<file path="src/rtl/bp_stream_rr_arbiter.sv">
// bp_stream_rr_arbiter
//
// Merges num_req_p BedRock memory streams onto a single stream bus. The
// arbiter decides once per message, not once per beat. A multi-beat message
// keeps the grant from its first beat through its last. Beats of different
// messages therefore never interleave on the shared bus.
//
// Handshake: every stream here uses valid/ready-and semantics. A beat moves
// on a cycle where valid and ready are both high. Valid never depends on
// ready. Ready toward a requester is the sink's ready, gated by the grant.
// So req_v_i[i] & req_ready_and_o[i] always equals mem_v_o & mem_ready_and_i
// on the granted index.
//
// Header layout (LSB first):
//   [3:0]                         msg_type
//   [4 +: paddr_width_p]          addr
//   [4+paddr_width_p +: 3]        size (bytes = 1 << size)
//   [7+paddr_width_p +: ...]      payload (lce id, way id)
//
// Ports:
//   clk_i, reset_i      clock, asynchronous active-high reset
//   req_header_i        per-requester message header
//   req_data_i          per-requester data beat
//   req_v_i             per-requester valid
//   req_ready_and_o     per-requester ready
//   mem_header_o        header of the granted requester
//   mem_data_o          data beat of the granted requester
//   mem_v_o             valid toward the sink
//   mem_ready_and_i     sink ready
//   grant_o             one-hot grant for this cycle (zero if none)
//   locked_o            high while a multi-beat message holds the bus
//                       (also serves as the FSM state debug output)
module bp_stream_rr_arbiter
  #(parameter int          paddr_width_p       = 40
  , parameter int          lce_id_width_p      = 4
  , parameter int          lce_assoc_p         = 8
  , parameter int          cce_block_width_p   = 512
  , parameter int          num_req_p           = 2
  , parameter int          stream_data_width_p = 64
  , parameter int          block_width_p       = cce_block_width_p
  , parameter logic [15:0] payload_mask_p      = 16'h0000
  , parameter int          header_width_p      = 4 + paddr_width_p + 3
                                                 + lce_id_width_p + $clog2(lce_assoc_p)
  )
  (input  logic                                          clk_i
  , input  logic                                         reset_i
  , input  logic [num_req_p-1:0][header_width_p-1:0]     req_header_i
  , input  logic [num_req_p-1:0][stream_data_width_p-1:0] req_data_i
  , input  logic [num_req_p-1:0]                         req_v_i
  , output logic [num_req_p-1:0]                         req_ready_and_o
  , output logic [header_width_p-1:0]                    mem_header_o
  , output logic [stream_data_width_p-1:0]               mem_data_o
  , output logic                                         mem_v_o
  , input  logic                                         mem_ready_and_i
  , output logic [num_req_p-1:0]                         grant_o
  , output logic                                         locked_o
  );

  localparam int lg_req_lp        = $clog2(num_req_p);
  localparam int max_beats_lp     = block_width_p / stream_data_width_p;
  localparam int cnt_width_lp     = $clog2(max_beats_lp) + 1;
  localparam int lg_beat_bytes_lp = $clog2(stream_data_width_p / 8);
  localparam int size_lsb_lp      = 4 + paddr_width_p;

  typedef enum logic [0:0] {
    e_idle   = 1'b0,
    e_stream = 1'b1
  } state_e;

  state_e                  r_state, w_state_n;
  logic [lg_req_lp-1:0]    r_last, w_last_n;
  logic [lg_req_lp-1:0]    r_gnt, w_gnt_n;
  logic [cnt_width_lp-1:0] r_rem, w_rem_n;

  logic [lg_req_lp-1:0]    w_pick;
  logic                    w_pick_v;
  logic [lg_req_lp-1:0]    w_sel;
  logic                    w_sel_v;
  logic                    w_xfer;

  logic [3:0]              w_msg_type;
  logic [2:0]              w_size;
  logic [7:0]              w_size_bytes;
  logic [7:0]              w_beats_raw;
  logic [cnt_width_lp-1:0] w_beats;

  // Requester index k positions after base, wrapping at num_req_p.
  function automatic logic [lg_req_lp-1:0] rr_idx(input logic [lg_req_lp-1:0] base,
                                                   input int k);
    int s;
    s = (int'(base) + k) % num_req_p;
    return lg_req_lp'(s);
  endfunction

  // Round-robin pick. Walking the offsets from far to near lets the nearest
  // valid requester after r_last overwrite any farther one, so no early exit
  // is needed.
  always_comb begin
    w_pick   = '0;
    w_pick_v = 1'b0;
    for (int k = num_req_p; k >= 1; k--) begin
      if (req_v_i[rr_idx(r_last, k)]) begin
        w_pick   = rr_idx(r_last, k);
        w_pick_v = 1'b1;
      end
    end
  end

  // Output mux. Only the owner is visible while streaming, even if it
  // bubbles.
  always_comb begin
    w_sel           = (r_state == e_stream) ? r_gnt : w_pick;
    w_sel_v         = (r_state == e_stream) ? 1'b1 : w_pick_v;
    mem_v_o         = (r_state == e_stream) ? req_v_i[r_gnt] : w_pick_v;
    mem_header_o    = req_header_i[w_sel];
    mem_data_o      = req_data_i[w_sel];
    grant_o         = '0;
    req_ready_and_o = '0;
    if (w_sel_v) begin
      grant_o[w_sel]         = 1'b1;
      req_ready_and_o[w_sel] = mem_ready_and_i;
    end
    locked_o = (r_state == e_stream);
  end

  assign w_xfer = mem_v_o & mem_ready_and_i;

  // Beat count of the message on the bus. Payloads smaller than one beat
  // still take one beat. Sizes beyond a block are clamped so the counter
  // cannot wrap.
  assign w_msg_type   = mem_header_o[3:0];
  assign w_size       = mem_header_o[size_lsb_lp +: 3];
  assign w_size_bytes = 8'd1 << w_size;
  assign w_beats_raw  = w_size_bytes >> lg_beat_bytes_lp;

  always_comb begin
    w_beats = cnt_width_lp'(1);
    if (payload_mask_p[w_msg_type] && (w_beats_raw > 8'd1)) begin
      if (w_beats_raw > 8'(max_beats_lp)) begin
        w_beats = cnt_width_lp'(max_beats_lp);
      end else begin
        w_beats = cnt_width_lp'(w_beats_raw);
      end
    end
  end

  // Next-state logic. The priority pointer moves only when a message
  // completes. While the sink stalls, the pick is recomputed but nothing
  // commits.
  always_comb begin
    w_state_n = r_state;
    w_last_n  = r_last;
    w_gnt_n   = r_gnt;
    w_rem_n   = r_rem;
    case (r_state)
      e_idle: begin
        if (w_xfer) begin
          if (w_beats == cnt_width_lp'(1)) begin
            w_last_n = w_pick;
          end else begin
            w_state_n = e_stream;
            w_gnt_n   = w_pick;
            w_rem_n   = w_beats - cnt_width_lp'(1);
          end
        end
      end
      e_stream: begin
        if (w_xfer) begin
          w_rem_n = r_rem - cnt_width_lp'(1);
          if (r_rem == cnt_width_lp'(1)) begin
            w_state_n = e_idle;
            w_last_n  = r_gnt;
          end
        end
      end
      default: w_state_n = e_idle;
    endcase
  end

  // After reset, r_last points at the top requester so requester 0 is
  // searched first.
  always_ff @(posedge clk_i or posedge reset_i) begin
    if (reset_i) begin
      r_state <= e_idle;
      r_last  <= lg_req_lp'(num_req_p - 1);
      r_gnt   <= '0;
      r_rem   <= '0;
    end else begin
      r_state <= w_state_n;
      r_last  <= w_last_n;
      r_gnt   <= w_gnt_n;
      r_rem   <= w_rem_n;
    end
  end

endmodule

</file>
<file path="config.mk">
export PLATFORM = sky130hd
export DESIGN_NAME = bp_stream_rr_arbiter
export DESIGN_NICKNAME = d
export VERILOG_FILES = /design/src/rtl/bp_stream_rr_arbiter.sv
export SDC_FILE = /design/constraint.sdc
export NUM_CORES = 1
export LEC_CHECK = 0
export CORE_AREA = 5 5 140 142
export CTS_CLUSTER_SIZE = 25
export DETAILED_ROUTE_END_ITERATION = 8
export DIE_AREA = 0 0 145 147
export PLACE_DENSITY = 0.58
export SYNTH_ARGS = -nofsm -noshare
export SYNTH_HDL_FRONTEND = slang
export SYNTH_SLANG_ARGS = --single-unit
export TNS_END_PERCENT = 100
</file>
<file path="constraint.sdc">
create_clock -name clk_i -period 3.9 [get_ports clk_i]
set_input_delay 0.78 -clock clk_i [delete_from_list [all_inputs] [get_ports clk_i]]
set_output_delay 0.78 -clock clk_i [all_outputs]
set_load 0.01 [all_outputs]
</file>
==> out/metrics.yaml <==
cts_setup_buffers: 0
critical_path.reg2reg.startpoint: "r_rem[1]"
finalHoldViolCount: 0
coreArea_sq_um: 18300
rows: 50
power.ir.vdd_worst_uv: 138
cts_htree_levels: 1
drt.antenna.violating_nets: 0
crit_path_cell_trace: "clkdlybuf4s50_1 > a21o_4 > buf_12 > mux2_4 > clkdlybuf4s50_1"
timing.critical_path.slowest_stage_cell: "sky130_fd_sc_hd__clkdlybuf4s50_1"
cp-start-kind: "input port"
layout.nets: 767
cp-endpoint: "mem_header_o[32]"
timing.critical_path.fanout_max: 53
timing.fmax_mhz: 279
globalplace.congestion: 0.807
die_h_microns: 147
grt_remaining_overflow: 0
end_of_the_worst_register_to_register_path: "locked_o"
regArea_sq_um: 151
nFillCells: 1806
worst_pin_slew_ns: 0.423
fin_worst_skew_ns: 0.00318
finalWorstPathRequiredPeriod_ns: 3.58
finish.instance_area_sq_um: 6150
timing.setup.critical_path_class: "input port to output port"
num_antenna_cells: 0
worst_path_largest_cell_delay_ns: 0.58
global_route.usage.total_pct: 10.6
hold_class: "register to register"
gate_count_post_synth: 165
reg2reg_slack_ns: 2.53
setup_repair_after_global_routing_missed_its_margin: "no"
post_layout_nonfiller_instances: 757
num_vias: 2767
areaGrowthSynthToFinish_pct: 164
crit_path_frequent_cell: "sky130_fd_sc_hd__clkdlybuf4s50_1"
first_iter_violations: 24
setup_total_negative_slack_ns: 0
final_cell_mix: "sky130_fd_sc_hd__clkdlybuf4s50_1 (364), sky130_fd_sc_hd__mux2_4 (109), sky130_fd_sc_hd__mux2_2 (9)"
grt_antenna_before_repair: 0
post_route_cells_drive_above_1_share_pct: 24.7
average_wire_per_cell_in_the_routed_design_microns: 16.3
placed_cells: 753
slew-limit-headroom_pct: 71.8
die_area_sq_um: 21300
crit_start: "req_v_i[0]"
clock_tree.root_cell: "sky130_fd_sc_hd__clkbuf_16"
crit_arrival_ns: 2.80
cts_resized: 0
power-per-cell-area_nw_per_um2: 184
initial_core_utilization_pct: 12.7
layout.cells.most_common: "sky130_fd_sc_hd__clkdlybuf4s50_1"
portBuffers: 364
hold_buffers: 0
yosysWarnings: 0
drc: 0
synth.lib_cells_used.distinct: 25
cts_inserted_buffers: 3
first_global_vias: 3233
synthesis.area_per_instance_sq_um: 14.1
cap_violations: 0
insertion_delay_ns: 0.23
drtPass1Iterations: 3
run_status: "complete, no violations"
cts_max_path_buffers: 2
io_pins: 365
critical_path.endpoint_type: "output port"
cts.reportedPaths.clkPinSlew_ns: 0.04
vias_per_cell: 3.66
timing.final.setup_violations: 0
report.final.slew_viol_count: 0
worst_reg_to_reg_cells: 4
postSynthNetCount: 408
worst-endpoint-required_ns: 3.12
sequential_share_of_the_synthesized_area_pct: 6.50
mappedNetlistArea_sq_um: 2330
cts_tree: "yes"
largest_net_degree_at_the_start_of_global_routing: 57
detail_route.wirelength_microns: 12400
leakage_nw: 2.62
min_delay_startpoint: "r_rem[3]"
synth_seq_cells: 6
hpwlAfterDp_microns: 11300
floorplan.die.width_microns: 145
first_pass_grt_wire_length_microns: 18300
timing.final.crit_share_pct: 91.7
place_area_sq_um: 6070
cts_sinks: 6
multi_input_comb_area_sq_um: 1920
## logic make-up after synthesis
kind of cell | synth area share [%]
adder cells (fa/ha/maj) | 1.07
XOR/XNOR | 1.13
buffers and inverters | 11.1
multiplexers | 74.6
flip-flops | 6.50
AND/OR/NAND/NOR | 3.71
AO/OA/AOI/OAI | 1.93
## power breakdown
part | switching (mW) | total (mW) | internal, mW
Clock | 0.0390 | 0.175 | 0.136
Combinational | 0.266 | 0.890 | 0.623
Sequential | 0.00307 | 0.0694 | 0.0663
Total | 0.308 | 1.13 | 0.826
## cell usage after synthesis
master	instances	share of area, %
sky130_fd_sc_hd__xnor2_1	2	0.75
sky130_fd_sc_hd__nor2_1	1	0.16
sky130_fd_sc_hd__xor2_1	1	0.38
sky130_fd_sc_hd__o21a_1	1	0.32
sky130_fd_sc_hd__nand2_1	3	0.48
sky130_fd_sc_hd__buf_6	2	0.97
sky130_fd_sc_hd__inv_1	4	0.64
sky130_fd_sc_hd__nand2b_4	1	0.59
sky130_fd_sc_hd__ha_1	2	1.1
sky130_fd_sc_hd__a21o_2	1	0.38
sky130_fd_sc_hd__mux2_4	109	70
sky130_fd_sc_hd__a32oi_1	1	0.38
sky130_fd_sc_hd__or2b_1	1	0.32
sky130_fd_sc_hd__buf_12	11	9.5
sky130_fd_sc_hd__mux2_2	9	4.4
sky130_fd_sc_hd__dfstp_2	1	1.1
sky130_fd_sc_hd__and2_1	2	0.54
sky130_fd_sc_hd__nor4_1	1	0.27
sky130_fd_sc_hd__o21ai_0	1	0.21
sky130_fd_sc_hd__dfrtp_1	5	5.4
sky130_fd_sc_hd__nand3_1	2	0.43
sky130_fd_sc_hd__nand4_1	1	0.27
sky130_fd_sc_hd__a21o_4	1	0.64
sky130_fd_sc_hd__or3b_2	1	0.38
sky130_fd_sc_hd__nand2b_1	1	0.27
## stage by stage
stage / util [%] / setup WS [ns] / hold slack [ns] / total power, mW
6_report: 33.5 / 0.322 / 0.459 / 1.13
5_1_grt: 33.5 / 0.237 / 0.482 / 1.19
4_1_cts: 33.5 / 0.286 / 0.462 / 1.15
3_5_place_dp: 33.1 / 0.289 / 0.455 / 0.972
3_3_place_gp: 33.1 / 0.315 / 0.449 / 0.966
2_1_floorplan: - / 1.50 / 0.434 / 0.482
## worst max-delay path, delay by kind of cell
family                 cells  cell delay, ns
buffers and inverters      3            1.42
muxes                      1            0.35
AOI/OAI and AO/OA          1            0.19
## flip-flops by register name, summed over array words and instances, names as in the netlist
signal,count
r_rem,4
r_last,1
locked_o,1
## worst min-delay path by stage
stage	end	slack, ns	cells past startpoint
6_report	r_rem[3]	0.46	1
5_1_grt	r_rem[3]	0.48	1
4_1_cts	r_rem[3]	0.46	1
3_5_place_dp	r_rem[3]	0.45	1
3_3_place_gp	r_rem[3]	0.45	1
2_1_floorplan	r_rem[3]	0.43	1
## metal layers
layer  vias up  routed length [microns]  GRT usage [%]
met5         -                        0              0
met4         0                      106           1.79
met1      1209                     4430           11.0
met2       221                     6470           20.5
met3         9                     1350           3.92
li1       1328                        -              -
## area by class of cell
class	count	area share [%]
timing repair buffer	367	60.0
multi-input combinational	142	31.2
sequential	6	2.46
clock buffer	4	1.28
inverter	4	0.244
tap	234	4.76
Note: power is estimated with default switching activity, not from simulation.
